<file path="config.mk">
export PLATFORM = sky130hd
export DESIGN_NAME = priority_encoder8to3
export DESIGN_NICKNAME = d
export VERILOG_FILES = /design/src/rtl/priority_encoder8to3.sv
export SDC_FILE = /design/constraint.sdc
export NUM_CORES = 1
export LEC_CHECK = 0
export CORE_MARGIN = 1.5
export CORE_UTILIZATION = 43
export DETAILED_ROUTE_END_ITERATION = 16
export PLACE_DENSITY = 0.84
export SLEW_MARGIN = 20
export SYNTH_ARGS = -nofsm -noshare
export SYNTH_HDL_FRONTEND = slang
export SYNTH_SLANG_ARGS = --single-unit
</file>
<file path="constraint.sdc">
create_clock -name clk -period 3.13 [get_ports clk]
set_input_delay 0.939 -clock clk [delete_from_list [all_inputs] [get_ports clk]]
set_output_delay 0.939 -clock clk [all_outputs]
set_load 0.005 [all_outputs]
</file>
<file path="src/rtl/priority_encoder8to3.sv">
// Sequential 8-to-3 priority encoder: latches event pulses into a pending vector and
// presents the highest pending line number over a valid/ack handshake.
module priority_encoder8to3 (
  input  logic       clk,
  input  logic       rst_n,
  input  logic       E,
  input  logic [7:0] req,
  input  logic       ack,
  input  logic       clr_ovf,
  output logic       i0,
  output logic       i1,
  output logic       i2,
  output logic       valid,
  output logic [7:0] pending,
  output logic       overflow
);

  typedef enum logic {IDLE = 1'b0, PRESENT = 1'b1} state_t;

  state_t     state_r, state_next_s;
  logic [2:0] code_r, code_next_s;
  logic [7:0] pending_r, pending_next_s;
  logic [7:0] clr_s, captured_s, remain_s;
  logic       overflow_r, overflow_next_s, dup_s;

  // Highest set index, line 7 wins.
  function automatic logic [2:0] highest(input logic [7:0] v);
    logic [2:0] idx;
    casez (v)
      8'b1???????: idx = 3'd7;
      8'b01??????: idx = 3'd6;
      8'b001?????: idx = 3'd5;
      8'b0001????: idx = 3'd4;
      8'b00001???: idx = 3'd3;
      8'b000001??: idx = 3'd2;
      8'b0000001?: idx = 3'd1;
      default:     idx = 3'd0;
    endcase
    return idx;
  endfunction

  function automatic logic [7:0] onehot(input logic [2:0] c);
    return 8'd1 << c;
  endfunction

  // Acknowledge clear mask, event capture and duplicate-event detection.
  always_comb begin
    clr_s = 8'h00;
    if (state_r == PRESENT && ack) begin
      clr_s = onehot(code_r);
    end else begin
      clr_s = 8'h00;
    end
    captured_s     = req & {8{E}};
    remain_s       = pending_r & ~clr_s;
    pending_next_s = remain_s | captured_s;
    dup_s          = |(captured_s & remain_s);
  end

  // State register together with the registered datapath.
  always_ff @(posedge clk or negedge rst_n) begin
    if (!rst_n) begin
      state_r    <= IDLE;
      code_r     <= 3'b000;
      pending_r  <= 8'h00;
      overflow_r <= 1'b0;
    end else begin
      state_r    <= state_next_s;
      code_r     <= code_next_s;
      pending_r  <= pending_next_s;
      overflow_r <= overflow_next_s;
    end
  end

  // Next-state logic; selection always looks at the registered pending vector.
  always_comb begin
    state_next_s = state_r;
    case (state_r)
      IDLE: begin
        if (pending_r != 8'h00) state_next_s = PRESENT;
        else                    state_next_s = IDLE;
      end
      PRESENT: begin
        if (ack && remain_s == 8'h00) state_next_s = IDLE;
        else                          state_next_s = PRESENT;
      end
      default: state_next_s = IDLE;
    endcase
  end

  // Code and overflow updates; an ack with other lines pending loads the next code at once.
  always_comb begin
    code_next_s     = code_r;
    overflow_next_s = overflow_r;
    case (state_r)
      IDLE: begin
        if (pending_r != 8'h00) code_next_s = highest(pending_r);
        else                    code_next_s = code_r;
      end
      PRESENT: begin
        if (ack && remain_s != 8'h00) code_next_s = highest(remain_s);
        else                          code_next_s = code_r;
      end
      default: code_next_s = code_r;
    endcase
    if (dup_s)        overflow_next_s = 1'b1;
    else if (clr_ovf) overflow_next_s = 1'b0;
    else              overflow_next_s = overflow_r;
  end

  assign i0       = code_r[2];
  assign i1       = code_r[1];
  assign i2       = code_r[0];
  assign valid    = (state_r == PRESENT);
  assign pending  = pending_r;
  assign overflow = overflow_r;

endmodule
</file>
==> out/results.tsv <==
metric	value	unit
hold-fix buffer count after cts	0	
Setup Crit Path Kind	in2reg	
Max Cap Viol	0	
post-synthesis sequential area ratio	45.0	%
part of the power in the clock network	15.8	%
Critical Path RT	3280	ps
cell area after synthesis	723	µm²
Lkg Pwr	0.424	nW
post-route clock period utilization	96.3	%
top cell type's share of synthesized area	45.0	%
Sw Share	34.2	%
worst skew pair latency	270	ps
cell accounting for the most synthesized area	dfrtp_1	
VDD IR-drop max	0.000387	V
Core ar.	1540	µm²
Cells after Synth	77	
Seq cells post-synth	13	
FF-to-FF End	code_r[2]	
first-pass detailed-route iteration total	4	
Initial Utilization	46.9	%
Critical Path AT	3170	ps
Worst Skew	0.787	ps
# diodes	0	
routed vias	718	
Sinks on Clock Net	13	
Comb pwr share	46.7	%
commonest non-fill, non-tap cells in the layout	clkdlybuf4s50_1, nand2_1, dfrtp_1	
Flop pwr share	37.5	%
Syn-to-layout area delta	49.1	%
Post-CTS Setup Bufs	0	
Hold Path Class	reg2reg	
IO Port Bufs	25	
Clk pin slew, worst setup/hold paths	80	ps
Hold Startpoint	overflow	
Setup violations, final	0	
power per cell area	608	nW/µm²
Reg2Reg Setup Slack	780	ps
post-cts sizing count	0	
largest family of logic cells by synthesized area	compound AO/OA/AOI/OAI gates	
first-pass GRT wire length	2.89	mm
final non-filler cell total	129	
share of cells above drive strength 1	16.8	%
Unique masters post-synth	29	
largest net degree at the start of global routing	14	
post-synthesis simple-gate area fraction	19.7	%
Internal Power	432	µW
vias per cell	5.57	
CTS max path bufs	2	
R2R depth	6	
Die ar.	1940	µm²
post-synthesis net count	90	
most common cell after layout, fill and taps aside	clkdlybuf4s50_1	
Max-slew headroom	59.3	%
# placed instances	125	
Final Net Count	127	
crit path launch	ack	
total CTS buffers	3	
starting DRC count in detailed routing	32	
Least-Margin Pin Slew	609	ps
CP Launch Type	input pin	
maximum clock frequency	0.332	GHz
worst hold endpoint	overflow	
NetSw	224	µW
hold depth	2	
Post-route DRC	0	
complex-gate fraction of the synthesized area	27.9	%
IO Pins	26	
post-synthesis adder-cell area fraction	0	%
synth warn	0	
DR WL/cell	13.9	µm
Max Slew Vio Count	0	
final hold vios	0	
Final Critical Period	3010	ps
Total Routing Usage GR	20.7	%
worst-path maximum fanout	5	
syn avg cell area	9.39	µm²
xor-xnor portion of the synthesized cell area	0	%
Placer Congestion	0.869	
final WL	1.79	mm
status	finished clean	
CTS tree	yes	
antenna violations before repair	0	
critical path endpoint category	register	
RSZ-0062 raised after global routing	no	
row count	14	
vias in the first global route	654	
mux share of post-synthesis cell area	4.67	%
top cells by area, synth	dfrtp_1, nand2_1, o21ai_1	
final core utilization	70.0	%
global route overflow	0	
Routed Antenna Nets	0	
H-tree levels	1	
clk root buf	clkbuf_4	
Die H	44.0	µm
fillers	139	
RR Startpoint	code_r[2]	
DIE WIDTH	44.0	µm
hpwl dp	1.43	mm
==> area by class of cell <==
| type | count | area [µm²] | area share (%) |
|---|---|---|---|
| multi-input combinational | 59 | 378 | 35.0 |
| clock buffer | 4 | 26.3 | 2.44 |
| sequential | 13 | 325 | 30.2 |
| timing repair buffer | 34 | 318 | 29.5 |
| tap | 16 | 20.0 | 1.86 |
| inverter | 3 | 11.3 | 1.04 |
==> Yosys cell counts (all sizes together) <==
master    n
a21o      3
a21oi     1
a22oi     3
a2bb2oi   1
a31oi     1
buf       1
clkbuf    1
dfrtp    13
inv       3
mux2      3
nand2    17
nand2b    2
nand3     1
nand3b    1
nand4b    1
nor2      4
nor3      1
nor4      1
o211ai    1
o21a      3
o21ai     8
o31a      4
o31ai     2
or4b      1
==> registers in the layout (all words and copies together), names as in the netlist <==
name,cells
code_r,3
valid,1
overflow,1
pending,8
==> cell families after synthesis <==
family / Yosys count
muxes: 3
and+or+nand+nor: 29
DFF: 13
buffers and inverters: 5
AOI/OAI and AO/OA: 27
==> per-layer routing <==
metal / GRT usage [%] / share of wire (%) / vias to the layer above
li1: - / - / 352
met2: 32.4 / 45 / 39
met4: 7.27 / 0.78 / 0
met5: 0 / 0 / -
met1: 28.5 / 45 / 325
met3: 4.49 / 8.9 / 2
==> how the worst max path moves through the flow <==
stage	endpoint	slack (ps)	cells after the start
after floorplan	code_r[0]	510	6
after global placement	code_r[1]	-130	7
after detailed placement	code_r[1]	-140	7
after CTS	code_r[2]	140	7
after global routing	code_r[2]	10	7
final	code_r[2]	120	7
==> critical path, stage by stage <==
cell and delay, ps:
clkdlybuf4s50_1 550, nand3_1 150, o21a_1 210, nand4b_1 200
or4b_4 530, a31oi_4 230, mux2_1 350
==> power by group through the flow <==
stage                     Clock [mW]  Combinational [mW]  Sequential (mW)
after global placement             0               0.300            0.247
after global routing           0.115               0.333            0.251
after floorplan                    0               0.136            0.241
final                          0.103               0.306            0.246
after CTS                      0.106               0.306            0.245
after detailed placement           0               0.304            0.247
==> stage by stage <==
stage               TNS (ps)  hold slack (ps)  setup WS [ps]  total power, mW  instance area [µm²]
floorplan                  0              508            509            0.376                  723
global route               0              555           13.7            0.699                 1080
detailed placement      -422              514           -142            0.552                 1050
CTS                        0              530            138            0.658                 1080
global placement        -381              503           -131            0.547                 1050
finish                     0              525            115            0.656                 1080
(Power assumes the default switching activity.)
